--- src/rtl/ag_pattern_pkg.sv ---
// ag_pattern_pkg: shared types and helper functions for the ag_pattern_gen test-pattern generator.
package ag_pattern_pkg;

  // Pattern selection latched at start; codes above LFSR fall back to CHECKER.
  typedef enum logic [2:0] {
    CHECKER = 3'd0,
    WALK1   = 3'd1,
    WALK0   = 3'd2,
    INCR    = 3'd3,
    LFSR    = 3'd4
  } pattern_mode_e;

  typedef enum logic [1:0] {
    IDLE  = 2'd0,
    WRITE = 2'd1,
    READ  = 2'd2,
    DONE  = 2'd3
  } state_e;

  localparam logic [2:0] LAST_MODE = 3'd4;

  // Alternating-bit word: phase 0 gives 'hAA.., phase 1 gives 'h55.., masked to width bits.
  function automatic logic [31:0] checker_word(input int width, input logic phase);
    logic [31:0] mask;
    mask = (width >= 32) ? 32'hFFFF_FFFF : ((32'd1 << width) - 32'd1);
    return (phase ? 32'h5555_5555 : 32'hAAAA_AAAA) & mask;
  endfunction

  // Galois right-shift feedback taps for each legal data width.
  function automatic logic [31:0] lfsr_taps(input int width);
    case (width)
      8:       return 32'h0000_00B8;
      16:      return 32'h0000_B400;
      default: return 32'h8020_0003;
    endcase
  endfunction

endpackage

--- src/rtl/ag_lfsr.sv ---
// ag_lfsr: Galois right-shift LFSR with synchronous load taking priority over step.
module ag_lfsr #(
  parameter int               WIDTH = 8,
  parameter logic [WIDTH-1:0] TAPS  = WIDTH'(32'hB8)
) (
  input  logic             clk_i,
  input  logic             arstn_i,
  input  logic             load_i,
  input  logic [WIDTH-1:0] seed_i,
  input  logic             step_i,
  output logic [WIDTH-1:0] state_o
);

  // Load a block seed, otherwise advance one step per accepted word.
  always_ff @(posedge clk_i or negedge arstn_i) begin
    if (!arstn_i) begin
      state_o <= WIDTH'(1);
    end else if (load_i) begin
      state_o <= seed_i;
    end else if (step_i) begin
      state_o <= (state_o >> 1) ^ (state_o[0] ? TAPS : '0);
    end
  end

endmodule

--- src/rtl/ag_pattern_gen.sv ---
// ag_pattern_gen: writes NUM_BLOCKS blocks of LENGTH pattern words, then replays each block
// as expected data and counts read-back mismatches.
// Optional first-error capture registers: define AG_PATTERN_GEN_ERR_LOG_EN.
module ag_pattern_gen
  import ag_pattern_pkg::*;
#(
  parameter int          WIDTH      = 8,
  parameter int          LENGTH     = 512,
  parameter int          NUM_BLOCKS = 2,
  parameter logic [31:0] LFSR_SEED  = 32'h1,
  parameter int          ERR_CNT_W  = 16
) (
  input  logic                          clk_i,
  input  logic                          arstn_i,
  input  logic                          start_i,
  input  logic [2:0]                    mode_i,
  input  logic                          ready_i,
  output logic                          valid_o,
  output logic [WIDTH-1:0]              data_o,
  output logic                          wr_enbl_o,
  output logic                          busy_o,
  output logic                          finished_o,
  input  logic [WIDTH-1:0]              rd_data_i,
  input  logic                          rd_valid_i,
  output logic [ERR_CNT_W-1:0]          err_cnt_o,
  output logic                          err_o,
  output logic [$clog2(LENGTH)-1:0]     first_err_idx_o,
  output logic [$clog2(NUM_BLOCKS):0]   first_err_blk_o,
  output logic [WIDTH-1:0]              first_err_exp_o,
  output logic [WIDTH-1:0]              first_err_act_o
);

  localparam int               IW        = $clog2(LENGTH);
  localparam int               BW        = $clog2(NUM_BLOCKS) + 1;
  localparam logic [WIDTH-1:0] TAPS      = WIDTH'(lfsr_taps(WIDTH));
  localparam logic [WIDTH-1:0] SEED_BASE = WIDTH'(LFSR_SEED);

  state_e               state, state_d;
  pattern_mode_e        mode_q;
  logic [BW-1:0]        blk;
  logic [IW-1:0]        idx;
  logic [ERR_CNT_W-1:0] err_cnt;
  logic                 err_flag;
  logic                 active, xfer, last_word, last_blk, start_ok, rd_err;
  logic [WIDTH-1:0]     pattern, lfsr_state, lfsr_seed, seed_raw;
  logic                 lfsr_load;
  logic [BW-1:0]        seed_blk;
  int unsigned          walk_pos;

  assign active    = (state == WRITE) || (state == READ);
  assign xfer      = active && ready_i;
  assign last_word = (idx == IW'(LENGTH - 1));
  assign last_blk  = (blk == BW'(NUM_BLOCKS - 1));
  assign start_ok  = (state == IDLE) && start_i;
  assign rd_err    = (state == READ) && xfer && (!rd_valid_i || (rd_data_i != pattern));

  assign data_o    = active ? pattern : '0;
  assign err_cnt_o = err_cnt;
  assign err_o     = err_flag;

  // Phase state register; reset aborts any sequence in flight.
  always_ff @(posedge clk_i or negedge arstn_i) begin
    if (!arstn_i) begin
      state <= IDLE;
    end else begin
      state <= state_d;
    end
  end

  // Next phase and handshake/status outputs, all derived from the current phase.
  always_comb begin
    state_d    = state;
    valid_o    = 1'b0;
    wr_enbl_o  = 1'b0;
    busy_o     = 1'b0;
    finished_o = 1'b0;
    case (state)
      IDLE: begin
        if (start_i) state_d = WRITE;
      end
      WRITE: begin
        valid_o   = 1'b1;
        wr_enbl_o = 1'b1;
        busy_o    = 1'b1;
        if (xfer && last_word) state_d = READ;
      end
      READ: begin
        valid_o = 1'b1;
        busy_o  = 1'b1;
        if (xfer && last_word) state_d = last_blk ? DONE : WRITE;
      end
      DONE: begin
        finished_o = 1'b1;
        state_d    = IDLE;
      end
      default: state_d = IDLE;
    endcase
  end

  // Mode latch plus block/word position, which only moves on an accepted word.
  always_ff @(posedge clk_i or negedge arstn_i) begin
    if (!arstn_i) begin
      mode_q <= CHECKER;
      blk    <= '0;
      idx    <= '0;
    end else if (start_ok) begin
      mode_q <= (mode_i > LAST_MODE) ? CHECKER : pattern_mode_e'(mode_i);
      blk    <= '0;
      idx    <= '0;
    end else if (xfer) begin
      if (last_word) begin
        idx <= '0;
        if (state == READ) blk <= blk + 1'b1;
      end else begin
        idx <= idx + 1'b1;
      end
    end
  end

  // Current word of the selected pattern as a pure function of block and word position.
  always_comb begin
    walk_pos = (32'(idx) + 32'(blk)) % WIDTH;
    case (mode_q)
      WALK1:   pattern = WIDTH'(1) << walk_pos;
      WALK0:   pattern = ~(WIDTH'(1) << walk_pos);
      INCR:    pattern = WIDTH'(32'(blk) * 32'(LENGTH) + 32'(idx));
      LFSR:    pattern = lfsr_state;
      default: pattern = WIDTH'(checker_word(WIDTH, idx[0] ^ blk[0]));
    endcase
  end

  // Reseed the LFSR whenever a block phase begins so READ replays exactly what WRITE sent.
  always_comb begin
    seed_blk  = '0;
    lfsr_load = 1'b0;
    if (start_ok) begin
      lfsr_load = 1'b1;
    end else if (xfer && last_word) begin
      if (state == WRITE) begin
        seed_blk  = blk;
        lfsr_load = 1'b1;
      end else if (!last_blk) begin
        seed_blk  = blk + 1'b1;
        lfsr_load = 1'b1;
      end
    end
    seed_raw  = SEED_BASE ^ WIDTH'(seed_blk);
    lfsr_seed = (seed_raw == '0) ? WIDTH'(1) : seed_raw;
  end

  ag_lfsr #(
    .WIDTH (WIDTH),
    .TAPS  (TAPS)
  ) u_lfsr (
    .clk_i   (clk_i),
    .arstn_i (arstn_i),
    .load_i  (lfsr_load),
    .seed_i  (lfsr_seed),
    .step_i  (xfer),
    .state_o (lfsr_state)
  );

  // Saturating mismatch counter and sticky error flag, cleared when a new sequence starts.
  always_ff @(posedge clk_i or negedge arstn_i) begin
    if (!arstn_i) begin
      err_cnt  <= '0;
      err_flag <= 1'b0;
    end else if (start_ok) begin
      err_cnt  <= '0;
      err_flag <= 1'b0;
    end else if (rd_err) begin
      if (err_cnt != '1) err_cnt <= err_cnt + 1'b1;
      err_flag <= 1'b1;
    end
  end

`ifdef AG_PATTERN_GEN_ERR_LOG_EN
  logic [IW-1:0]    fe_idx;
  logic [BW-1:0]    fe_blk;
  logic [WIDTH-1:0] fe_exp, fe_act;

  // Snapshot position and data of the first mismatch after start; later errors leave it alone.
  always_ff @(posedge clk_i or negedge arstn_i) begin
    if (!arstn_i) begin
      fe_idx <= '0;
      fe_blk <= '0;
      fe_exp <= '0;
      fe_act <= '0;
    end else if (start_ok) begin
      fe_idx <= '0;
      fe_blk <= '0;
      fe_exp <= '0;
      fe_act <= '0;
    end else if (rd_err && !err_flag) begin
      fe_idx <= idx;
      fe_blk <= blk;
      fe_exp <= pattern;
      fe_act <= rd_data_i;
    end
  end

  assign first_err_idx_o = fe_idx;
  assign first_err_blk_o = fe_blk;
  assign first_err_exp_o = fe_exp;
  assign first_err_act_o = fe_act;
`else
  assign first_err_idx_o = '0;
  assign first_err_blk_o = '0;
  assign first_err_exp_o = '0;
  assign first_err_act_o = '0;
`endif

endmodule

--- config.mk ---
export PLATFORM = sky130hd
export DESIGN_NAME = ag_pattern_gen
export DESIGN_NICKNAME = d
export VERILOG_FILES = /design/src/rtl/ag_pattern_pkg.sv /design/src/rtl/ag_lfsr.sv /design/src/rtl/ag_pattern_gen.sv
export SDC_FILE = /design/constraint.sdc
export NUM_CORES = 1
export LEC_CHECK = 0
export BUFFER_PORTS_ARGS = -buffer_cell sky130_fd_sc_hd__buf_2
export CORE_MARGIN = 3
export CORE_UTILIZATION = 60
export CTS_BUF_LIST = sky130_fd_sc_hd__clkbuf_4 sky130_fd_sc_hd__clkbuf_8
export DETAILED_ROUTE_END_ITERATION = 10
export GPL_TIMING_DRIVEN = 1
export MAX_ROUTING_LAYER = met4
export PLACE_DENSITY_LB_ADDON = 0.2
export SYNTH_ARGS = -nofsm -noshare
export SYNTH_HDL_FRONTEND = slang
export SYNTH_SLANG_ARGS = --single-unit
--- constraint.sdc ---
create_clock -name clk_i -period 9.8 [get_ports clk_i]
set_input_delay 0.49 -clock clk_i [delete_from_list [all_inputs] [get_ports clk_i]]
set_output_delay 0.49 -clock clk_i [all_outputs]
set_load 0.02 [all_outputs]
* After elaboration in Yosys (flattened, before gate mapping) *
Index checks and enable logic that the tools add are counted.

cells by class
  shifts and indexed selects = 1
  add/sub/neg operators = 5
  eq/ne operators = 14
  bitwise operators = 4
  $lt $le $gt $ge = 1
  multiplexer cells = 36
  reductions and logical operators = 20

operator list
  operator                                                                  count
  16-bit 2-to-1 mux                                                         3
  8-bit 2-to-1 mux                                                          5
  8-bit case mux with 4 select lines                                        1
  9-bit 2-to-1 mux                                                          3
  2-bit 2-to-1 mux                                                          13
  16-bit by 1-bit adder with 16-bit output (second input constant)          1
  16-bit inequality test (second input constant)                            1
  2-bit nonzero test                                                        6
  9-bit by 1-bit adder with 9-bit output (second input constant)            1
  9-bit == test (second input constant)                                     1
  1-bit 2-to-1 mux                                                          9
  1-bit by 8-bit adder with 8-bit output (first input constant)             1
  8-bit logical NOT                                                         1
  8-bit inequality test                                                     1
  8-bit inverter                                                            1
  2-bit case mux with 4 select lines                                        1
  1-bit by 3-bit << shifter with 8-bit output (first input constant)        1
  7-bit by 8-bit XOR with 8-bit output                                      1
  3-bit by 2-bit == test with 1-bit output (second input constant)          2
  3-bit AND reduction                                                       2
  1-bit logical AND                                                         5
  2-bit by 1-bit == test with 1-bit output (second input constant)          2
  2-bit == test (second input constant)                                     2
  2-bit by 1-bit inequality test with 1-bit output (second input constant)  2
  other kinds (14)                                                          15

word-level totals
  flip-flop bits (word level) = 41
  logic and storage cells = 88

* Logic depth before layout (Yosys ltp) *
Gate-level depths: netlist of run 1.

  depth in word-level cells = 10
  gate-level depth with buffers = 14

* Cells and area by module *
A second synthesis of run 1 with hierarchy kept.

unflattened totals
  cells, all modules = 402
  area total of the unflattened synthesis = 3308.2 µm²

modules (own cells, without submodules)
  module          seq. area each (µm²)  times used  cells each  area each (µm²)
  ag_pattern_gen  825.8                 1           363         2899.0
  ag_lfsr         201.4                 1           39          409.1

* Least setup slack after synthesis of run 1 *
No wires, ideal clock.

  kind = flip-flop to flip-flop
  start = reg idx[0]
  end = reg err_cnt[15] (netlist: err_cnt_o[15])
  buffers on the path = 2
  data arrival time = 3.100 ns
  stages on the path, launching flop included = 14
  path slack = 6.606 ns
  period minus slack after synthesis = 3.194 ns
  path through = dfrtp_1 -> ha_1 -> inv_1 -> fa_1 -> nor3_1 -> a221oi_1 -> or3_1 -> o32ai_1 -> nor4bb_1 -> and3_1 -> buf_6 -> buf_8 -> o31a_1 -> a211oi_1

between the ends
  longest elaborated chain between the ends = 9
  elaborated cells on any way between the ends = 12
  classes of those cells = add/sub: 2; eq/ne: 1; shift: 1; mux: 2; bitwise: 2; reduce/logical: 4

RTL lines
  item                                                                                            RTL line               RTL
  start, declared                                                                                 ag_pattern_gen.sv:41   logic [IW-1:0] idx;
  start signal, assigned                                                                          ag_pattern_gen.sv:115  idx <= idx + 1'b1;
  parallel branches: the longest is 3 deep, another holds 1-bit by 8-bit adder with 8-bit output  n/a
  8-bit case mux with 4 select lines *                                                            ag_pattern_gen.sv:123  case (mode_q)
  8-bit inequality test *                                                                         ag_pattern_gen.sv:55   assign rd_err = (state == READ) && xfer && (!rd_valid_i || (rd_data_i != pattern));
  1-bit logical OR *                                                                              ag_pattern_gen.sv:55
  1-bit logical AND *                                                                             ag_pattern_gen.sv:55
  2-bit nonzero test (no line) *                                                                  n/a
  2-bit AND reduction (no line) *                                                                 n/a
  end signal, assigned                                                                            ag_pattern_gen.sv:172  if (err_cnt != '1) err_cnt <= err_cnt + 1'b1;
  end, declared                                                                                   ag_pattern_gen.sv:42   logic [ERR_CNT_W-1:0] err_cnt;

Mark *: on every way between the ends.
A chain may end at the register's enable or synchronous reset.

* Final worst setup path of run 1 *
Same ends and word-level chain as after synthesis.

==> results of run 1 <==
worst max-delay path: stages (launching register included):
cell and delay [ps]:
sky130_fd_sc_hd__dfrtp_1 470, sky130_fd_sc_hd__ha_1 180, sky130_fd_sc_hd__inv_1 50, sky130_fd_sc_hd__fa_1 670
sky130_fd_sc_hd__nor3_1 140, sky130_fd_sc_hd__a221oi_1 450, sky130_fd_sc_hd__or3_1 220, sky130_fd_sc_hd__o32ai_1 100
sky130_fd_sc_hd__nor4bb_1 420, sky130_fd_sc_hd__and3_1 740, sky130_fd_sc_hd__nor4_1 150, sky130_fd_sc_hd__a211oi_1 280
area by class of cell:
class	instances	area, µm²	area share [%]
Multi-Input combinational cell	328	2000	56.8
Sequential cell	41	1030	29.2
Timing Repair Buffer	45	228	6.47
Tap cell	70	87.6	2.49
Clock buffer	5	68.8	1.95
Clock inverter	3	68.8	1.95
Inverter	11	41.3	1.17
cells in the final DEF, fill, tap and decap left out, types with 3 or more instances in the layout:
cell type and instances:
sky130_fd_sc_hd__nand2_1 31, sky130_fd_sc_hd__a22oi_1 9, sky130_fd_sc_hd__ha_1 11, sky130_fd_sc_hd__o21ai_0 22
sky130_fd_sc_hd__o211ai_1 4, sky130_fd_sc_hd__a22o_1 6, sky130_fd_sc_hd__conb_1 27, sky130_fd_sc_hd__dfrtp_1 40
sky130_fd_sc_hd__a211oi_1 4, sky130_fd_sc_hd__nor4_1 8, sky130_fd_sc_hd__nor2_1 34, sky130_fd_sc_hd__nand2b_1 7
sky130_fd_sc_hd__or3_1 16, sky130_fd_sc_hd__inv_1 11, sky130_fd_sc_hd__a31oi_1 4, sky130_fd_sc_hd__a21oi_1 28
sky130_fd_sc_hd__clkbuf_8 5, sky130_fd_sc_hd__o21ai_1 6, sky130_fd_sc_hd__nor3b_1 4, sky130_fd_sc_hd__nor3_1 6
sky130_fd_sc_hd__xor2_1 3, sky130_fd_sc_hd__nand4_1 6, sky130_fd_sc_hd__nor2b_1 5, sky130_fd_sc_hd__o21a_1 4
sky130_fd_sc_hd__nand3_1 15, sky130_fd_sc_hd__o32ai_1 3, sky130_fd_sc_hd__and2_1 4, sky130_fd_sc_hd__and3_1 16
sky130_fd_sc_hd__buf_2 44
metal layers:
layer / vias up / wire length, µm / global-route usage [%]
li1: 1500 / - / -
met1: 1514 / 3730 / 39.2
met2: 149 / 4000 / 42.7
met3: 18 / 601 / 4.71
met4: 0 / 123 / 5.24
met5: - / 0 / -
worst min-delay path by stage:
stage                                  from                   endpoint  slack (ps)
final                               arstn_i  err_cnt_o[12]$_DFFE_PN0P_         300
after global routing                arstn_i  err_cnt_o[11]$_DFFE_PN0P_         390
after CTS                           arstn_i  err_cnt_o[11]$_DFFE_PN0P_         350
after detailed placement  err_o$_DFFE_PN0P_          err_o$_DFFE_PN0P_         520
after global placement    err_o$_DFFE_PN0P_          err_o$_DFFE_PN0P_         470
after floorplan                     arstn_i         blk[0]$_DFFE_PN0P_         190
synth_stat cells (all sizes together) (6+ instances only):
master  number  share of area [%]
a21oi       29                4.5
a22o         6                1.6
a22oi        9                2.0
and3        16                3.0
buf         43                9.7
clkbuf      10                1.1
dfrtp       40                 30
ha          11                4.1
inv         11                1.2
nand2       31                3.5
nand2b       7                1.3
nand3       15                2.3
nand4        6                1.1
nor2        35                4.0
nor3         6               0.90
nor4        10                2.3
o21ai       28                4.2
or3         16                3.0
sequential cells by signal (all words and copies together) (netlist names):
register,flops
idx,9
blk,2
err_cnt_o,16
u_lfsr.state_o,8
state,2
mode_q,3
err_o,1
through the flow:
step | cells | utilization, % | total power, W | cell area (µm²)
after floorplan | 433 | - | 0.000309 | 3430
after global placement | 495 | 64.6 | 0.000321 | 3380
after detailed placement | 495 | 64.6 | 0.000322 | 3380
after CTS | 503 | 67.2 | 0.000488 | 3520
after global routing | 503 | 67.2 | 0.000511 | 3520
final | 503 | 67.2 | 0.000488 | 3520
where the power goes:
group          switching (W)  internal (W)  leakage, nW
registers          0.0000182      0.000178        0.546
clock network      0.0000629      0.000103       0.0687
logic              0.0000871     0.0000390         1.05
total               0.000168      0.000320         1.67
cells by family after synthesis:
| group | share of synthesized area, % |
|---|---|
| simple gates | 27.6 |
| compound gates | 22.3 |
| buf+inv | 12.1 |
| flops | 30.8 |
| fa+ha+maj | 4.73 |
| xor+xnor | 2.29 |
| other cells | 0.113 |
==> load_flow_metrics.sql, run 1 <==
INSERT INTO impl_metrics (metric_group, metric, value, unit) VALUES
('synthesis', 'postSynthCellCount', '407', ''),
('routing', 'route.detailed.drc', '0', ''),
('routing', 'sum_of_routed_wire_length_over_all_layers', '8460', 'µm'),
('worst_hold_path', 'timing.hold.worst.class', 'in -> async', ''),
('synthesis', 'ys_seq_area_share', '30.8', '%'),
('layout', 'nFillCells', '462', ''),
('cts', 'clock_tree.buffer_depth', '2', ''),
('critical_path', 'path_class', 'reg -> reg', ''),
('critical_path', 'reg2reg_setup_slack', '5800', 'ps'),
('cts', 'clk_pin_slew_worst_paths', '80', 'ps'),
('synthesis', 'mapped_area', '3330', 'µm²'),
('routing', 'vias', '3181', ''),
('timing', 'post-route-period-util', '40.8', '%'),
('synthesis', 'synth_ff_type', 'sky130_fd_sc_hd__dfrtp_1', ''),
('grt', 'grt-ovfl-total', '0', ''),
('placed_design', 'gpl.final_weighted_congestion', '0.928', ''),
('critical_path', 'timing.critical_path.fanout_max', '28', ''),
('cts', 'cts_max_level', '2', ''),
('synthesis', 'synthesis.area_per_instance', '8.19', 'µm²'),
('power', 'vdd.ir_drop.worst', '0.0000956', 'V'),
('grt', 'grt_antenna_before_repair', '0', ''),
('power', 'cellPowerDensity', '139', 'nW/µm²'),
('layout', 'design.final.nets', '460', ''),
('grt', 'grt_pass1_vias', '2783', ''),
('critical_path', 'rr_worst_depth', '11', ''),
('timing', 'max-slew-margin-rel', '29.8', '%'),
('timing', 'rsz_0062_raised_after_global_routing', 'false', ''),
('synthesis', 'synth_cell_types', '68', ''),
('critical_path', 'critical_path_required', '10000', 'ps'),
('routing', 'drt.antenna.violating_nets', '0', ''),
('floorplan', 'die_area', '6490', 'µm²'),
('routing', 'dr.first_iter.drc_count', '308', ''),
('timing', 'max_slew_violation_total_from_the_final_report', '0', ''),
('synthesis', 'asyncSetResetFlopFracSynth', '100', '%'),
('critical_path', 'timing.critical_path.to_type', 'register', ''),
('floorplan', 'boundaryPins', '72', ''),
('critical_path', 'crit_path_start', 'idx[0]$_DFFE_PN0P_', ''),
('placed_design', 'io_buffers', '44', ''),
('timing', 'finalWorstPathRequiredPeriod', '4000', 'ps'),
('timing', 'timing.hold.ws', '300', 'ps'),
('outcome', 'run_status', 'complete, no violations', ''),
('grt', 'global_route_wire_length_before_repair', '13800', 'µm'),
('critical_path', 'cp-start-kind', 'register', ''),
('critical_path', 'cp-endpoint', 'err_cnt_o[15]$_DFFE_PN0P_', ''),
('synthesis', 'synth.yosys.warnings', '0', ''),
('synthesis', 'synth_edf_count', '0', ''),
('floorplan', 'fp-row-count', '26', ''),
('cts', 'post_cts_setup_buffer_count', '0', ''),
('timing', 'finalClockSkew', '6.61', 'ps'),
('job', 'maxCapViolations', '0', ''),
('timing', 'tns', '0', 'ps'),
('grt', 'grt_start_max_net_pins', '42', ''),
('placed_design', 'dp_worst_setup_slack', '5900', 'ps'),
('routing', 'drt_pass1_iterations', '5', ''),
('critical_path', 'arrival', '4190', 'ps'),
('synthesis', 'ys_seq_elements', '41', ''),
('timing', 'final_critical_path_setup_slack', '5800', 'ps'),
('cts', 'hold_buffer_count_at_cts', '0', ''),
('placed_design', 'place_hpwl', '6190', 'µm'),
('timing', 'hold_viol_final', '0', ''),
('timing', 'clock.fmax', '250', 'MHz'),
('cts', 'tritoncts', 'done', ''),
('layout', 'syn_to_final_growth', '5.67', '%'),
('routing', 'post_drt_wl_per_cell', '16.8', 'µm'),
('cts', 'cts_repair_resize_count', '0', ''),
('layout', 'antennaDiodeCount', '0', ''),
('timing', 'worst_pin_slew', '1050', 'ps'),
('critical_path', 'reg2reg_to', 'err_cnt_o[15]$_DFFE_PN0P_', ''),
('layout', 'final_layout_size_suffix_gt1_share', '14.8', '%'),
('cts', 'cts_made_buffers', '5', ''),
('floorplan', 'placeableCoreArea', '5240', 'µm²'),
('grt', 'global_route.usage.total', '27.9', '%'),
('routing', 'viasPerCell', '6.32', ''),
('timing', 'finalSetupViolations', '0', ''),
('cts', 'worstSkewPairLatency', '300', 'ps'),
('floorplan', 'starting_utilization_of_the_core_area', '63.6', '%'),
('critical_path', 'worst_r2r_startpoint', 'idx[0]$_DFFE_PN0P_', ''),
('cts', 'cts.root.buffer_cell', 'sky130_fd_sc_hd__clkbuf_8', ''),
('power', 'p_leak', '1.67', 'nW'),
('floorplan', 'die_w', '80.5', 'µm'),
('cts', 'clkSinkCount', '41', ''),
('floorplan', 'die_h', '80.5', 'µm');
Note: power is estimated with default switching activity, not from simulation.
==> inputs of run 2 (changes only) <==
- ABC_AREA: unset -> 1
- CORE_UTILIZATION: 60 -> 52
- clock period: 9.8 -> 3.3 ns (I/O delays scaled with it)
==> run 2 against run 1 <==
Against the previous run: clock skew grew 1.0 ps; power grew to 6.4 times the previous value; hold slack lost 280 ps; sequential power grew to 4.1 times the previous value; synthesized cell count grew 24%; first-iteration DRC count shrank 38%; non-clock buffer count grew 2; sequential cell count is the same; clock power grew 140%; die area grew 16%; global-route usage shrank 5.9 points; via count grew 0.19%; highest routed layer unchanged.
==> load_flow_metrics.sql, run 2 <==
INSERT INTO impl_metrics (metric_group, metric, value, unit) VALUES
('floorplan', 'die_w', '86.6', 'µm'),
('critical_path', 'critical_path.most_common_cell', 'sky130_fd_sc_hd__nand2_1', ''),
('timing', 'finalClockSkew', '7.61', 'ps'),
('placed_design', 'place_hpwl', '6030', 'µm'),
('worst_hold_path', 'timing.hold.worst.class', 'in -> async', ''),
('layout', 'post_route_cell_area', '3640', 'µm²'),
('critical_path', 'arrival', '3040', 'ps'),
('layout', 'design.final.nets', '572', ''),
('routing', 'dr_wl_met2', '3550', 'µm'),
('cts', 'cts_repair_resize_count', '0', ''),
('synthesis', 'ys_seq_elements', '41', ''),
('synthesis', 'synth_top_area_share', '29.6', '%'),
('floorplan', 'boundaryPins', '72', ''),
('floorplan', 'die_area', '7510', 'µm²'),
('synthesis', 'synth.yosys.warnings', '0', ''),
('critical_path', 'cp-start-kind', 'register', ''),
('routing', 'dr.first_iter.drc_count', '192', ''),
('synthesis', 'synthTopCellsByCount', 'sky130_fd_sc_hd__nand2_1, sky130_fd_sc_hd__inv_1, sky130_fd_sc_hd__nand3_1', ''),
('critical_path', 'timing.critical_path.to_type', 'register', ''),
('power', 'cellPowerDensity', '856', 'nW/µm²'),
('critical_path', 'critical_path_required', '3530', 'ps'),
('synthesis', 'synth_cell_types', '35', ''),
('critical_path', 'critPathBufInv', '1', ''),
('layout', 'layoutNonFillerInstCount', '619', ''),
('cts', 'clock_tree.buffer_depth', '2', ''),
('layout', 'final_core_util', '59.6', '%'),
('synthesis', 'synth_edf_count', '0', ''),
('grt', 'global_route_wire_length_before_repair', '12900', 'µm'),
('critical_path', 'path_class', 'reg -> reg', ''),
('timing', 'hold_viol_final', '0', ''),
('routing', 'route.met3.wl', '400', 'µm'),
('layout', 'antennaDiodeCount', '0', ''),
('floorplan', 'fp-row-count', '28', ''),
('layout', 'syn_to_final_growth', '7.51', '%'),
('cts', 'clkSinkCount', '41', ''),
('timing', 'max-slew-margin-rel', '35.5', '%'),
('synthesis', 'asyncSetResetFlopFracSynth', '100', '%'),
('routing', 'drt.antenna.violating_nets', '0', ''),
('job', 'maxCapViolations', '0', ''),
('timing', 'finalSetupViolations', '0', ''),
('routing', 'sum_of_routed_wire_length_over_all_layers', '7790', 'µm'),
('power', 'vdd.ir_drop.worst', '0.000951', 'V'),
('floorplan', 'die_h', '86.6', 'µm'),
('cts', 'tritoncts', 'done', ''),
('layout', 'final_common_cell', 'sky130_fd_sc_hd__nand2_1', ''),
('outcome', 'run_status', 'complete, no violations', ''),
('timing', 'timing.hold.ws', '20.4', 'ps'),
('timing', 'finalWorstPathRequiredPeriod', '2810', 'ps'),
('placed_design', 'gpl.final_weighted_congestion', '0.915', ''),
('routing', 'wirelength_met1', '3810', 'µm'),
('critical_path', 'timing.critical_path.fanout_max', '16', ''),
('synthesis', 'synth_ff_type', 'sky130_fd_sc_hd__dfrtp_1', ''),
('synthesis', 'dominant_cell_by_count_in_the_synthesized_netlist', 'sky130_fd_sc_hd__nand2_1', ''),
('cts', 'cts_max_level', '2', ''),
('critical_path', 'crit_path_max_incr_delay', '460', 'ps'),
('timing', 'max_slew_violation_total_from_the_final_report', '0', ''),
('timing', 'worst_pin_slew', '968', 'ps'),
('synthesis', 'ys_top_cells_by_area', 'sky130_fd_sc_hd__dfrtp_1, sky130_fd_sc_hd__nand2_1, sky130_fd_sc_hd__nand3_1', ''),
('grt', 'grt-ovfl-total', '0', ''),
('timing', 'clock.fmax', '356', 'MHz'),
('cts', 'post_cts_setup_buffer_count', '0', ''),
('routing', 'viasPerCell', '5.15', ''),
('critical_path', 'critPathTopFamily', 'simple AND/OR/NAND/NOR gates', ''),
('synthesis', 'mapped_area', '3380', 'µm²'),
('power', 'p_leak', '2.11', 'nW'),
('critical_path', 'rr_worst_depth', '16', ''),
('grt', 'grt_start_max_net_pins', '42', ''),
('synthesis', 'ys_seq_area_share', '30.4', '%'),
('synthesis', 'yosys.area.top_type', 'sky130_fd_sc_hd__dfrtp_1', ''),
('grt', 'grt_pass1_vias', '2833', ''),
('cts', 'hold_buffer_count_at_cts', '0', ''),
('placed_design', 'dpl-instance-area', '3530', 'µm²'),
('critical_path', 'critical-path-slowest-cell', 'sky130_fd_sc_hd__fa_1', ''),
('routing', 'dr.max_layer_used', 'met4', ''),
('cts', 'worstSkewPairLatency', '290', 'ps'),
('grt', 'grt_antenna_before_repair', '0', ''),
('floorplan', 'starting_utilization_of_the_core_area', '55.5', '%'),
('cts', 'cts.root.buffer_cell', 'sky130_fd_sc_hd__clkbuf_8', ''),
('routing', 'drt_pass1_iterations', '4', ''),
('grt', 'global_route.usage.total', '21.9', '%'),
('cts', 'clk_pin_slew_worst_paths', '80', 'ps'),
('timing', 'post-route-period-util', '85.1', '%'),
('layout', 'final_cell_mix', 'sky130_fd_sc_hd__nand2_1, sky130_fd_sc_hd__inv_1, sky130_fd_sc_hd__nand3_1, sky130_fd_sc_hd__nor2_1, sky130_fd_sc_hd__buf_2', ''),
('routing', 'route.detailed.drc', '0', ''),
('floorplan', 'placeableCoreArea', '6100', 'µm²'),
('routing', 'post_drt_wl_per_cell', '12.6', 'µm'),
('critical_path', 'critical_path_cell_count', '16', ''),
('layout', 'largest_register_ff_count', '16', ''),
('cts', 'cts_made_buffers', '5', ''),
('layout', 'final_layout_size_suffix_gt1_share', '13.4', '%'),
('routing', 'vias', '3187', ''),
('critical_path', 'timing.critical_path.cells', 'ha_1, inv_1, fa_1, nor2_1, nand3_1, nand2_1, nand2_1, o21bai_1, nand2_1, nand2_1, nor2_1, nand3_1, nor2_2, nor2_4, nand4_1, nand2_1', ''),
('placed_design', 'io_buffers', '44', ''),
('synthesis', 'synthesis.area_per_instance', '6.70', 'µm²'),
('synthesis', 'postSynthCellCount', '505', ''),
('timing', 'rsz_0062_raised_after_global_routing', 'false', ''),
('timing', 'tns', '0', 'ps'),
('placed_design', 'post-place-cells', '612', '');
-- run 2: cell types whose count changed after synthesis, sizes merged, moves of 19 or more --
cell and change:
a21oi -20, inv +60, nand2 +101, nand3 +45
nand4 +19, nor2 +23
-- run 2: path summary, 6_finish.rpt --
check	slack, ps	start	endpoint
setup / recovery	490	blk[0]$_DFFE_PN0P_	err_cnt_o[3]$_DFFE_PN0P_
hold / removal	20	arstn_i	err_cnt_o[12]$_DFFE_PN0P_
setup reg to reg	490	blk[0]$_DFFE_PN0P_	err_cnt_o[3]$_DFFE_PN0P_
hold reg to reg	480	idx[8]$_DFFE_PN0P_	idx[8]$_DFFE_PN0P_
max in group asynchronous	2670	arstn_i	idx[1]$_DFFE_PN0P_
min in group clk_i	80	mode_i[0]	mode_q[2]$_DFFE_PN0P_
-- run 2: logic make-up after synthesis --
group | share of synthesized area [%]
flops | 30.4
fa+ha+maj | 4.66
xor+xnor | 3.88
other cells | 0.111
compound gates | 6.99
simple gates | 37.6
buf+inv | 16.4
-- run 2: report_power, final --
part	internal [W]	switching, W
Sequential	0.000633	0.000166
Clock	0.000220	0.000178
Combinational	0.000601	0.00132
-- run 2: area by class of cell --
cell class              count  area, µm²
multi-input cells         377       1900
repair buffers             47        243
fillers                   593       2460
flip-flops and latches     41       1030
clock buffers               5       68.8
well taps                  75       93.8
inverters                  72        270
clock inverters             2       35.0
-- run 2: stage by stage --
stage	setup WS, ps	power [W]
2_1_floorplan	867	0.00228
3_3_place_gp	529	0.00269
3_5_place_dp	525	0.00272
4_1_cts	511	0.00312
5_1_grt	170	0.00342
6_report	492	0.00311
-- run 2: per-layer routing --
layer / vias to the layer above / GRT usage (%)
met5: - / -
met4: 0 / 5.10
met2: 87 / 35.5
met3: 2 / 2.85
met1: 1453 / 29.4
li1: 1645 / -
